==> src/rtl/mavg_thresh_det.sv <==
// Debounced hysteresis alarm on the smoothed sample stream from the 4-sample
// moving-average stage. Also keeps a saturating count of alarm entries and
// a running peak of the averaged value for status readout.
//
//   state   | meaning
//   --------+-----------------------------------------------------------
//   IDLE    | no alarm, no high-qualifying samples pending
//   PEND_HI | no alarm yet, counting consecutive samples >= thr_hi
//   ALARM   | alarm asserted, no low-qualifying samples pending
//   PEND_LO | alarm still asserted, counting consecutive samples <= thr_lo
module mavg_thresh_det #(
    parameter int W        = 4,
    parameter int DEBOUNCE = 3,
    parameter int CNT_W    = 8
) (
    input  logic             clk,
    input  logic             reset,
    input  logic             sample_en,
    input  logic [W-1:0]     y_in,
    input  logic [W-1:0]     thr_hi,
    input  logic [W-1:0]     thr_lo,
    input  logic             clear,
    output logic             alarm,
    output logic             alarm_pulse,
    output logic [CNT_W-1:0] event_count,
    output logic [W-1:0]     peak
);

    localparam logic [1:0] S_IDLE    = 2'd0;
    localparam logic [1:0] S_PEND_HI = 2'd1;
    localparam logic [1:0] S_ALARM   = 2'd2;
    localparam logic [1:0] S_PEND_LO = 2'd3;

    localparam logic [3:0]       DB      = 4'(DEBOUNCE);
    localparam logic [CNT_W-1:0] EVT_MAX = '1;

    logic [1:0]       state_q, state_d;
    logic [3:0]       cnt_q, cnt_d;
    logic [3:0]       cnt_inc;
    logic             alarm_q, alarm_d;
    logic             pulse_q, pulse_d;
    logic [CNT_W-1:0] evt_q, evt_d;
    logic [W-1:0]     peak_q, peak_d;
    logic             hi_qual, lo_qual;
    logic             entry;

    assign hi_qual = (y_in >= thr_hi);
    assign lo_qual = (y_in <= thr_lo);
    assign cnt_inc = cnt_q + 4'd1;

    // Next-state / debounce counter; only valid samples advance anything.
    always_comb begin
        state_d = state_q;
        cnt_d   = cnt_q;
        entry   = 1'b0;
        if (sample_en) begin
            case (state_q)
                S_IDLE: begin
                    if (hi_qual) begin
                        if (DB == 4'd1) begin
                            state_d = S_ALARM;
                            entry   = 1'b1;
                        end else begin
                            state_d = S_PEND_HI;
                            cnt_d   = 4'd1;
                        end
                    end
                end
                S_PEND_HI: begin
                    if (hi_qual) begin
                        if (cnt_inc == DB) begin
                            state_d = S_ALARM;
                            cnt_d   = 4'd0;
                            entry   = 1'b1;
                        end else begin
                            cnt_d = cnt_inc;
                        end
                    end else begin
                        state_d = S_IDLE;
                        cnt_d   = 4'd0;
                    end
                end
                S_ALARM: begin
                    if (lo_qual) begin
                        if (DB == 4'd1) begin
                            state_d = S_IDLE;
                        end else begin
                            state_d = S_PEND_LO;
                            cnt_d   = 4'd1;
                        end
                    end
                end
                S_PEND_LO: begin
                    if (lo_qual) begin
                        if (cnt_inc == DB) begin
                            state_d = S_IDLE;
                            cnt_d   = 4'd0;
                        end else begin
                            cnt_d = cnt_inc;
                        end
                    end else begin
                        // abort exit: back to ALARM without a new entry event
                        state_d = S_ALARM;
                        cnt_d   = 4'd0;
                    end
                end
                default: begin
                    state_d = S_IDLE;
                    cnt_d   = 4'd0;
                end
            endcase
        end
    end

    // Outputs derived from the next state so they change on the consuming edge.
    always_comb begin
        alarm_d = (state_d == S_ALARM) || (state_d == S_PEND_LO);
        pulse_d = entry;
    end

    // Status: saturating entry counter and running peak, both clearable.
    always_comb begin
        evt_d  = evt_q;
        peak_d = peak_q;
        if (clear) begin
            evt_d  = entry ? CNT_W'(1) : '0;
            peak_d = sample_en ? y_in : '0;
        end else begin
            if (entry && (evt_q != EVT_MAX)) begin
                evt_d = evt_q + CNT_W'(1);
            end
            if (sample_en && (y_in > peak_q)) begin
                peak_d = y_in;
            end
        end
    end

    // Register update; synchronous reset overrides everything, including a pending entry.
    always_ff @(posedge clk) begin
        if (reset) begin
            state_q <= S_IDLE;
            cnt_q   <= 4'd0;
            alarm_q <= 1'b0;
            pulse_q <= 1'b0;
            evt_q   <= '0;
            peak_q  <= '0;
        end else begin
            state_q <= state_d;
            cnt_q   <= cnt_d;
            alarm_q <= alarm_d;
            pulse_q <= pulse_d;
            evt_q   <= evt_d;
            peak_q  <= peak_d;
        end
    end

    assign alarm       = alarm_q;
    assign alarm_pulse = pulse_q;
    assign event_count = evt_q;
    assign peak        = peak_q;

endmodule

==> config.mk <==
export PLATFORM = sky130hd
export DESIGN_NAME = mavg_thresh_det
export DESIGN_NICKNAME = d
export VERILOG_FILES = /design/src/rtl/mavg_thresh_det.sv
export SDC_FILE = /design/constraint.sdc
export NUM_CORES = 1
export LEC_CHECK = 0
export ABC_AREA = 1
export CAP_MARGIN = 10
export CORE_MARGIN = 2
export CORE_UTILIZATION = 45
export DETAILED_ROUTE_END_ITERATION = 10
export PLACE_DENSITY = 0.69
export SYNTH_ARGS = -nofsm -noshare
export SYNTH_HDL_FRONTEND = slang
export SYNTH_SLANG_ARGS = --single-unit
==> constraint.sdc <==
create_clock -name clk -period 3.55 [get_ports clk]
set_input_delay 1.065 -clock clk [delete_from_list [all_inputs] [get_ports clk]]
set_output_delay 1.065 -clock clk [all_outputs]
set_load 0.01 [all_outputs]
# Word-level counts from Yosys, hierarchy flattened
# Cells that the tools add are included.
# W data, S select, Z words.
[classes]
n_addsub = 2
magnitude_cmp = 3
n_eq_ne = 9
n_mux = 24
n_reduce_logical = 7
[op_table]
columns = ["cell", "n"]
rows = [
  ["$mux W4", 8],
  ["$mux W8", 2],
  ["$pmux W4 S4", 1],
  ["$mux W2", 7],
  ["$add A8 B1 Y8 const B", 1],
  ["$eq A2 B2 Y1 const B", 4],
  ["$ne A8 B8 Y1 const B", 1],
  ["$pmux W2 S4", 1],
  ["$mux W1", 5],
  ["$add A4 B1 Y4 const B", 1],
  ["$eq A4 B2 Y1 const B", 1],
  ["$ge A4 B4 Y1", 1],
  ["$gt A4 B4 Y1", 1],
  ["$le A4 B4 Y1", 1],
  ["$ne A2 B2 Y1 const B", 2],
  ["$reduce_bool A2 Y1", 2],
  ["$reduce_and A3 Y1", 1],
  ["$eq A2 B1 Y1 const B", 1],
  ["$logic_and A1 B1 Y1", 2],
  ["$logic_not A2 Y1", 1],
  ["$logic_or A1 B1 Y1", 1],
]
[totals]
reg_bits = 20
in_bits = 16
output_inout_bits = 14
word_cells = 51

# Depth between registers and ports, before layout
# Gate-level depths: netlist (run 1).
[logic_depth]
ltp_word = 9
depth_mapped = 14
ltp_nobuf = 13

# Worst setup path before layout (run 1)
# OpenSTA, ideal clock, no wires.
[synth_path]
path_type = "input -> register"
start = "in thr_lo[3]"
end = "reg cnt_q[1]"
setup_time_ns = 0.117
arrival_time_ns = 2.151
t_required_ns = 3.433
setup_slack_ns = 1.282
cell_stages = 12
path_buffers = 0
path_cell_list = "inv_1 > ha_1 > nand2_1 > inv_1 > nand2_1 > nand2_1 > nand2_1 > nor2_1 > nor2_1 > inv_1 > a21oi_1 > nor2_1"
[synth_via]
elab_chain_cells = 3
[synth_lines]
columns = ["element", "line_no", "rtl"]
rows = [
  ["start: declaration", "21", "input logic [W-1:0] thr_lo,"],
  ["$le A4 B4 Y1 (*)", "48", "assign lo_qual = (y_in <= thr_lo);"],
  ["$mux W4 / $ne A2 B2 Y1 (equally long branches)", "-", ""],
  ["$pmux W4 S4 / $reduce_and A3 Y1 (equally long branches)", "-", ""],
  ["end signal: assignment", "149", "cnt_q <= cnt_d;"],
  ["end: declaration", "38", "logic [3:0] cnt_q, cnt_d;"],
]
# Every way passes the cells marked *; elsewhere a longest branch is shown, timed or not.
# A chain may end at the register's enable or synchronous reset.

# Final worst setup path (run 1)
[layout_path]
start = "in y_in[3]"
end = "reg evt_q[6] (netlist: event_count[6])"
[layout_via]
elab_chain_cells = 6
[layout_lines]
columns = ["element", "line_no", "rtl"]
rows = [
  ["start: declaration", "19", "input logic [W-1:0] y_in,"],
  ["$ge A4 B4 Y1", "47", "assign hi_qual = (y_in >= thr_hi);"],
  ["$mux W1", "70", "if (hi_qual) begin"],
  ["$mux W1", "57", "case (state_q)"],
  ["$mux W1", "56", "if (sample_en) begin"],
  ["$logic_and A1 B1 Y1", "129", "if (entry && (evt_q != EVT_MAX)) begin"],
  ["$reduce_bool A2 Y1 (no source line)", "-", ""],
  ["end signal: assignment", "152", "evt_q <= evt_d;"],
  ["end: declaration", "42", "logic [CNT_W-1:0] evt_q, evt_d;"],
]
# No other way between the ends.

==> metrics.txt, run 1 <==
antenna violations before repair 0; total global routing overflow 0; Row Count 20; highest clock frequency the design can meet 0.366 GHz; deepest clock path buffer count 2; share of the yosys chip area belonging to registers 28.1%; final hold violation count 0; number of buffer and inverter instances along the worst setup path 2; Yosys warning count 0; initial core utilization between 40% and 50%; clock power share roughly 33%; Die Span X 60.3 µm; CP Capture Type flop; syn_nets between 200 and 250; data required time of the worst path 3740 ps; unrepaired setup endpoints after global routing false; residual DRC count 0; pin count of the biggest net entering global routing 13; Sinks on Clock Net 20; post_cts resized 0; launching element type of the critical path input pin; share of the cycle needed by the critical path after routing between 70 and 80%; DIE AREA 3630 µm²; clock tree root buffer cell sky130_fd_sc_hd__clkbuf_4; Slew Limit Fails 0; Fin Hold WS roughly 500 ps; length of the first detailed-routing pass in iterations 4; relative contribution of sequential cells to total power between 40 and 50%; Total Neg Setup Slack 0 ps; Post-DP HPWL 2.35 mm; FF+latch area 400 µm²; final weighted congestion in routability-driven placement roughly 0.89; Avg Inst Size Synth around 6.7 µm²; post-synthesis sequential element count 20; FILL cells 297; combinational share of power approximately 23%; worst clock skew 6.99 ps; Layout area overhead 26.5%; number of CTS-inserted buffers 3; fin cells about 290; Final Routed Wirelength 2.97 mm; share of post-route cells with drive strength above 1 7.88%; MaxCap Viol Count 0; final period demand of the worst path roughly 2700 ps; vias in the first global route 1168; number of nets in the final layout 273; maximum net fanout on the critical path 11; cts-stage hold buffer count 0; Internal 405 µW; antenna diode count 0; critical path's slowest cell sky130_fd_sc_hd__clkdlybuf4s50_1; total track usage between 10% and 20%; area used by multi-input combinational logic around 860 µm²; data arrival at the endpoint of the critical path a little under 3000 ps; worst rel slew slack 76.4%; worst stage delay on the critical path around 480 ps; synthesized cell area 1420 µm²; source-to-sink clock delay at the later pin of the worst-skew pair 310 ps; Antenna Nets Post-Route 0; cell class contributing the biggest share of worst-path delay simple AND/OR/NAND/NOR gates; TritonCTS clock tree built; routed vias 1380; Net Sw Frac between 20% and 30%; Critical Setup Path Class input pin to flop; highest ir drop seen on vdd ~330 µV; wire length of the first global-routing pass 4.79 mm; die boundary height 60.3 µm; count of buffers inserted at the top-level ports 29; number of vias per cell 4.84; most used cell, CP sky130_fd_sc_hd__nand2_1; Static Leak 0.809 nW; number of DRC violations after detailed-routing iteration 0 54; Clock Pin Slew Worst Setup and Hold Paths 110 ps; number of H-tree levels 1; list of cells traversed by the critical path clkdlybuf4s50_1, ha_1, nand2_1, clkinv_1, nand2_1, nand3_2, nand2_2, nor2_4, nand2_1, nand3_1, a21oi_1; Net Switching approximately 150 µW; cell total after placement 281; type of the most critical hold path flop to flop; routed wire length per instance 10.4 µm; area of the placeable core a little over 3000 µm²; IO Pins 30; number of buffers inserted to repair setup after CTS 0; outcome complete, no violations; count of final setup violators 0; Distinct cells, synth 25; transition at the pin with the smallest max-transition slack 353 ps; Pwr Density 309 nW/µm²; number of standard cells after synthesis 211
## path summary, 6_finish.rpt
| kind | from | end | slack [ps] | cells past startpoint |
|---|---|---|---|---|
| max reg2reg | cnt_q[0]$_SDFFE_PP0P_ | event_count[6]$_SDFFE_PP0P_ | 1680 | 10 |
| min reg2reg | event_count[3]$_SDFFE_PP0P_ | event_count[3]$_SDFFE_PP0P_ | 510 | 2 |
| min | event_count[3]$_SDFFE_PP0P_ | event_count[3]$_SDFFE_PP0P_ | 510 | 2 |
| max | y_in[3] | event_count[6]$_SDFFE_PP0P_ | 820 | 11 |
## state kept, by name, indices dropped and copies added (netlist names)
register     count
state_q          2
alarm            1
event_count      8
peak             4
cnt_q            4
alarm_pulse      1
## Yosys cell counts, drive strengths merged
cell,number,share of area [%]
a21oi,19,6.7
dfxtp,20,28
inv,37,9.8
clkinv,2,0.53
nand3b,1,0.53
nor3,1,0.70
o21ai,9,3.2
nand2,45,13
ha,15,13
nand4,11,4.8
o21bai,1,0.53
xor2,2,1.2
o211ai,1,0.53
buf,2,1.1
nand3,21,8.6
nor2,23,7.5
clkbuf,1,0.26
## tightest hold or removal path: cells and delay by family (launching register included)
family	cells	cell delay [ps]
compound gates	1	50
simple gates	1	70
flops	1	360
## cell usage in the layout, fill, tap and decap left out, types with 2 or more instances in the layout
master / Yosys / layout
sky130_fd_sc_hd__dfxtp_1: 20 / 20
sky130_fd_sc_hd__clkbuf_4: 0 / 3
sky130_fd_sc_hd__o21ai_0: 8 / 8
sky130_fd_sc_hd__xor2_1: 2 / 2
sky130_fd_sc_hd__nand3_1: 19 / 19
sky130_fd_sc_hd__nor2_2: 2 / 2
sky130_fd_sc_hd__nand2_1: 40 / 40
sky130_fd_sc_hd__clkdlybuf4s50_1: 0 / 29
sky130_fd_sc_hd__nand4_1: 11 / 11
sky130_fd_sc_hd__inv_2: 3 / 3
sky130_fd_sc_hd__nor2_1: 19 / 19
sky130_fd_sc_hd__inv_1: 34 / 34
sky130_fd_sc_hd__nand2_2: 5 / 5
sky130_fd_sc_hd__nor2_4: 2 / 2
sky130_fd_sc_hd__ha_1: 15 / 15
sky130_fd_sc_hd__clkinv_1: 2 / 2
sky130_fd_sc_hd__a21oi_1: 19 / 19
## metrics by stage
step           worst slack [ps]  util (%)  instance area (µm²)  power, mW
2_1_floorplan              1280         -                 1420      0.331
3_3_place_gp                491      57.8                 1750      0.378
3_5_place_dp                496      57.8                 1750      0.377
4_1_cts                     816      59.5                 1800      0.561
5_1_grt                     694      59.5                 1800      0.593
6_report                    820      59.5                 1800      0.556
## layer usage
metal	up-vias	global-route usage, %	part of all wire [%]
li1	742	-	-
met1	597	21.7	49
met2	34	28.0	44
met3	7	5.19	4.4
met4	0	8.57	1.9
met5	-	0	0
## layout make-up
type	instances	area share, %
clock buffer	3	1.25
clock inverter	1	1.67
inverter	39	8.12
multi-input combinational	149	47.6
sequential	20	22.2
tap	44	3.06
timing repair buffer	29	16.1
## kinds of logic (layout without fill, tap and decap cells)
family	count (synthesis)	in the layout	synth area share, %
AND/OR/NAND/NOR	102	102	34.9
buffers and inverters	42	72	11.7
AO/OA/AOI/OAI	30	30	10.9
flip-flops	20	20	28.1
adder cells (fa/ha/maj)	15	15	13.2
XOR/XNOR	2	2	1.23
## power by group through the flow
stage	Sequential (mW)	Clock [mW]	Combinational [mW]
detailed placement	0.251	0	0.126
CTS	0.246	0.188	0.127
global route	0.247	0.200	0.146
finish	0.245	0.184	0.127
global placement	0.251	0	0.127
floorplan	0.249	0	0.0817
No activity file was read; power rests on OpenSTA's default activity.
==> inputs of run 2 (changes only) <==
--- a/config.mk
+++ b/config.mk
@@ -10,7 +10,7 @@
 export CORE_MARGIN = 2
 export CORE_UTILIZATION = 45
 export DETAILED_ROUTE_END_ITERATION = 10
-export PLACE_DENSITY = 0.69
+export PLACE_DENSITY = 0.72
 export SYNTH_ARGS = -nofsm -noshare
 export SYNTH_HDL_FRONTEND = slang
 export SYNTH_SLANG_ARGS = --single-unit
==> constraint.sdc (replaced) <==
create_clock -name clk -period 2.28 [get_ports clk]
set_input_delay 0.684 -clock clk [delete_from_list [all_inputs] [get_ports clk]]
set_output_delay 0.684 -clock clk [all_outputs]
set_load 0.01 [all_outputs]
==> run 2 against run 1 <==
Effect of this change:
- utilization grew 3.4 points
- register-to-register slack lost 1100 ps
- non-clock buffer count grew 11
- critical path type unchanged
==> metrics.txt, run 2 (synthesis gave the netlist of run 1 again) <==
list of cells traversed by the critical path clkdlybuf4s50_1, buf_4, ha_1, nand2_1, o21ai_0, nand3_1, nand2_1, inv_1, nor2_1, nor2_1; number of nets in the final layout 284 (+4.0%); TritonCTS clock tree built; Layout area overhead 33.8%; critical path's slowest cell sky130_fd_sc_hd__clkdlybuf4s50_1; final weighted congestion in routability-driven placement 0.800 (-9.7%); Static Leak 0.867 nW (+7.1%); area used by multi-input combinational logic 866 µm² (+1.0%); total track usage 19.4% (+1.8 points); final period demand of the worst path 2130 ps; count of final setup violators 0 (unchanged); Antenna Nets Post-Route 0 (unchanged); die boundary height 60.3 µm (unchanged); number of buffer and inverter instances along the worst setup path 3 (+1); top library cells by usage in the layout, fill and taps aside sky130_fd_sc_hd__nand2_1 (39), sky130_fd_sc_hd__inv_1 (34), sky130_fd_sc_hd__clkdlybuf4s50_1 (29); data required time of the worst path 2480 ps (-1260 ps); highest clock frequency the design can meet approximately 0.47 GHz; worst clock skew 13.0 ps (+6.00 ps); Sinks on Clock Net 20 (unchanged); launching element type of the critical path input pin; Slew Limit Fails 0 (unchanged); Clock Pin Slew Worst Setup and Hold Paths 130 ps (+20 ps); worst slack at placement -175 ps (-671 ps); Total Neg Setup Slack 0 ps (unchanged); Post-DP HPWL 2.53 mm (+8.0%); wire length of the first global-routing pass 5.44 mm (+14%); number of DRC violations after detailed-routing iteration 0 49 (-9.3%); highest ir drop seen on vdd 253 µV (-24%); number of cells on the worst hold path 2 (unchanged); most common library cell in the layout ignoring fill and taps sky130_fd_sc_hd__nand2_1; worst stage delay on the critical path 480 ps (about the same); type of the most critical hold path flop to flop; cts-stage hold buffer count 0 (unchanged); number of vias per cell 4.90 (+1.2%); worst path setup slack after routing 151 ps (-668 ps); data arrival at the endpoint of the critical path 2330 ps (-590 ps); final core occ 62.9% (+3.4 points); routed wire length per instance 10.8 µm (+3.8%); FILL cells 308 (+3.7%); deepest clock path buffer count 2 (unchanged); residual DRC count 0 (unchanged); total global routing overflow 0 (unchanged); routed vias 1451 (+5.1%); antenna violations before repair 0 (unchanged); number of buffers inserted to repair setup after CTS 0 (unchanged); Row Count 20 (unchanged); cell class contributing the biggest share of worst-path delay buffers and inverters; outcome complete, no violations; path length in cells of the critical path 10 (-1); MaxCap Viol Count 0 (unchanged); number of H-tree levels 1 (unchanged); max reg flops 8 (unchanged); initial core utilization 47.0% (unchanged); post_cts resized 0 (unchanged); pin count of the biggest net entering global routing 13 (unchanged); count of buffers inserted at the top-level ports 29 (unchanged); Die Span X 60.3 µm (unchanged); worst rel slew slack 76.3% (-0.14 points); maximum net fanout on the critical path 6 (-5); IO Pins 30 (unchanged); Critical Setup Path Class input pin to flop; number of CTS-inserted buffers 3 (unchanged); transition at the pin with the smallest max-transition slack 355 ps (+2.08 ps); antenna diode count 0 (unchanged); share of post-route cells with drive strength above 1 13.1% (+5.2 points); area of the placeable core 3030 µm² (unchanged); depth of the worst register-to-register path 7 (-3); DIE AREA 3630 µm² (unchanged); length of the first detailed-routing pass in iterations 4 (unchanged); vias in the first global route 1328 (+14%); final hold violation count 0 (unchanged); share of the cycle needed by the critical path after routing between 90% and 100%; clock tree root buffer cell sky130_fd_sc_hd__clkbuf_4; CP Capture Type flop; Final Routed Wirelength 3.20 mm (+7.8%); source-to-sink clock delay at the later pin of the worst-skew pair 310 ps (about the same); FF+latch area 400 µm² (unchanged); Pwr Density 471 nW/µm² (+53%)
run 2: cell count changes in the layout (fill, tap and decap cells not counted), sizes merged:
cell,before,now
buf,0,11
run 2: area by class of cell:
class / instances / share of cell area (%)
well taps: 44 / 2.89
clock inverters: 1 / 1.58
inverters: 39 / 7.68
repair buffers: 40 / 20.2
flip-flops and latches: 20 / 21.0
clock buffers: 3 / 1.18
multi-input cells: 149 / 45.4
run 2: layer usage:
| metal | up-vias | GRT usage [%] | wire (µm) |
|---|---|---|---|
| li1 | 769 | - | - |
| met1 | 643 | 24.0 | 1480 |
| met2 | 33 | 34.0 | 1530 |
| met3 | 6 | 3.25 | 117 |
| met4 | 0 | 6.35 | 68 |
| met5 | - | 0 | 0 |
run 2: per-stage QoR:
stage          area (µm²)  cells  hold WS [ps]  power [mW]
3_5_place_dp         1840    292           482       0.609
3_3_place_gp         1840    292           480       0.605
4_1_cts              1900    296           500       0.904
6_report             1910    296           507       0.898
2_1_floorplan        1420    211           487       0.515
5_1_grt              1910    296           534       0.954
run 2: path summary, 6_finish.rpt:
path | slack, ps | startpoint | endpoint
min | 510 | event_count[3]$_SDFFE_PP0P_ | event_count[3]$_SDFFE_PP0P_
max reg2reg | 540 | event_count[0]$_SDFFE_PP0P_ | event_count[7]$_SDFFE_PP0P_
max | 150 | y_in[2] | peak[2]$_SDFFE_PP0P_
min reg2reg | 510 | event_count[3]$_SDFFE_PP0P_ | event_count[3]$_SDFFE_PP0P_
run 2: tightest hold or removal path: cells and delay by family, from the launching register on:
kind | cells | cell delay (ps)
AO/OA/AOI/OAI | 1 | 50
AND/OR/NAND/NOR | 1 | 70
flip-flops | 1 | 350
run 2: report_power, final:
group	switching (mW)	internal, mW
clock network	0.117	0.178
logic	0.116	0.106
registers	0.0167	0.365
==> inputs of run 3 (changes only) <==
--- a/config.mk
+++ b/config.mk
@@ -8,9 +8,9 @@
 export ABC_AREA = 1
 export CAP_MARGIN = 10
 export CORE_MARGIN = 2
-export CORE_UTILIZATION = 45
+export CORE_UTILIZATION = 46
 export DETAILED_ROUTE_END_ITERATION = 10
-export PLACE_DENSITY = 0.72
+export PLACE_DENSITY = 0.73
 export SYNTH_ARGS = -nofsm -noshare
 export SYNTH_HDL_FRONTEND = slang
 export SYNTH_SLANG_ARGS = --single-unit
==> run 3 against run 2 <==
Effect of this change:
- utilization is 0.10 points lower
- non-clock buffer count is 1 lower
- cell area is 0.99% lower
- largest power group unchanged
==> metrics.txt, run 3 (synthesis gave the netlist of run 1 again) <==
highest ir drop seen on vdd 405 µV (+60%); data arrival at the endpoint of the critical path 2330 ps (about the same); Post-DP HPWL 2.43 mm (-4.2%); most used cell, CP sky130_fd_sc_hd__nand2_1; Clock Pin Slew Worst Setup and Hold Paths 120 ps (about the same); final period demand of the worst path 2100 ps (-28.8 ps); worst clock skew 13.0 ps (+0.0516 ps); worst path setup slack after routing 180 ps (+28.8 ps); antenna diode count 0 (unchanged); pin count of the biggest net entering global routing 13 (unchanged); Static Leak 0.862 nW (-0.53%); data required time of the worst path 2510 ps (+30 ps); outcome complete, no violations; wire length of the first global-routing pass 5.45 mm (+0.26%); CP Capture Type flop; cell total after placement 280 (-4.1%); final weighted congestion in routability-driven placement 0.793 (-0.76%); MaxCap Viol Count 0 (unchanged); share of the cycle needed by the critical path after routing 92.1% (-1.3 points); DIE AREA 3560 µm² (-2.0%); share of post-route cells with drive strength above 1 13.1% (+0.052 points); residual DRC count 0 (unchanged); IO Pins 30 (unchanged); max reg flops 8 (unchanged); highest clock frequency the design can meet 0.476 GHz (+1.4%); routed wire length per instance 10.6 µm (-1.9%); worst stage delay on the critical path 450 ps (-30 ps); fin cells 284 (-4.1%); total placed instance area 1820 µm² (-1.2%); clock tree root buffer cell sky130_fd_sc_hd__clkbuf_4; Crit Reg-Reg Startpoint event_count[0]$_SDFFE_PP0P_; deepest clock path buffer count 2 (unchanged); area of the placeable core 3000 µm² (-0.83%); count of buffers inserted at the top-level ports 29 (unchanged); maximum net fanout on the critical path 8 (+2); number of buffers inserted to repair setup after CTS 0 (unchanged); Hold Crit Start event_count[3]$_SDFFE_PP0P_; Antenna Nets Post-Route 0 (unchanged); Critical Setup Path Class input pin to flop; die boundary height 59.6 µm (-1.0%); Pwr Density 474 nW/µm² (+0.48%); transition at the pin with the smallest max-transition slack 392 ps (+37.1 ps); number of CTS-inserted buffers 3 (unchanged); total track usage 19.6% (+0.11 points); length of the first detailed-routing pass in iterations 4 (unchanged); Row Count 20 (unchanged); vias in the first global route 1341 (+0.98%); initial core utilization 47.4% (+0.39 points); antenna violations before repair 0 (unchanged); critical path's slowest cell sky130_fd_sc_hd__clkdlybuf4s50_1; Die Span X 59.6 µm (-1.0%); worst slack at placement -187 ps (-12.6 ps); critical path startpoint thr_hi[3]; routed vias 1448 (-0.21%); number of DRC violations after detailed-routing iteration 0 73 (+49%); top library cells by usage in the layout, fill and taps aside sky130_fd_sc_hd__nand2_1 (38), sky130_fd_sc_hd__inv_1 (34), sky130_fd_sc_hd__clkdlybuf4s50_1 (29); source-to-sink clock delay at the later pin of the worst-skew pair 310 ps (about the same); number of vias per cell 5.10 (+4.0%); area used by multi-input combinational logic 868 µm² (+0.29%); post-route cell area 1890 µm² (-0.99%); number of nets in the final layout 283 (-0.35%); type of the most critical hold path flop to flop; count of final setup violators 0 (unchanged); worst rel slew slack 73.8% (-2.5 points); Fin Hold WS 509 ps (+2.88 ps); Sinks on Clock Net 20 (unchanged); total global routing overflow 0 (unchanged); most common library cell in the layout ignoring fill and taps sky130_fd_sc_hd__nand2_1; Final Routed Wirelength 3.01 mm (-5.9%); Slew Limit Fails 0 (unchanged); launching element type of the critical path input pin; number of H-tree levels 1 (unchanged); FF+latch area 400 µm² (unchanged); final hold violation count 0 (unchanged); TritonCTS clock tree built; Layout area overhead 32.5%; FILL cells 284 (-7.8%); Total Neg Setup Slack 0 ps (unchanged); list of cells traversed by the critical path clkdlybuf4s50_1, inv_1, ha_1, nand2_1, clkinv_1, nand2_1, nand3_2, nand2_2, nor2_4, buf_12, nand4_1, a21oi_1
-- run 3: per-stage QoR --
stage / total power [mW] / utilization (%)
5_1_grt: 0.948 / 62.8
3_3_place_gp: 0.602 / 60.7
4_1_cts: 0.898 / 62.5
2_1_floorplan: 0.515 / -
6_report: 0.894 / 62.8
3_5_place_dp: 0.606 / 60.7
-- run 3: final cells by class --
class                           count  share of cell area, %
Timing Repair Buffer               39                   20.0
Clock inverter                      1                   1.59
Inverter                           39                   7.76
Tap cell                           33                   2.19
Sequential cell                    20                   21.2
Multi-Input combinational cell    149                   46.0
Clock buffer                        3                   1.19
-- run 3: worst paths after layout --
path	to	slack [ps]	cells past startpoint
max	event_count[7]$_SDFFE_PP0P_	180	12
min	event_count[3]$_SDFFE_PP0P_	510	2
max reg2reg	event_count[7]$_SDFFE_PP0P_	490	7
min reg2reg	event_count[3]$_SDFFE_PP0P_	510	2
-- run 3: metal layers --
| layer | track usage, % | vias to the layer above | share of wire (%) |
|---|---|---|---|
| li1 | - | 767 | - |
| met1 | 24.3 | 643 | 47 |
| met2 | 33.8 | 34 | 48 |
| met3 | 4.59 | 4 | 4.1 |
| met4 | 5.08 | 0 | 1.2 |
| met5 | 0 | - | 0 |
-- run 3: power by group --
group	internal, mW	switching, mW	total, mW
sequential	0.365	0.0166	0.381
clock	0.178	0.115	0.292
combinational	0.104	0.116	0.220
total	0.647	0.247	0.894
-- run 3: what timing repair did --
item,CTS,global route
hold buffers,0,0
resized for setup,0,5
setup endpoints to repair,0,8
hold endpoints to repair,0,0
-- run 3: critical path: cells and delay by family --
family          cells  cell delay [ps]
fa+ha+maj           1              310
compound gates      1              150
buf+inv             4              670
simple gates        6              500
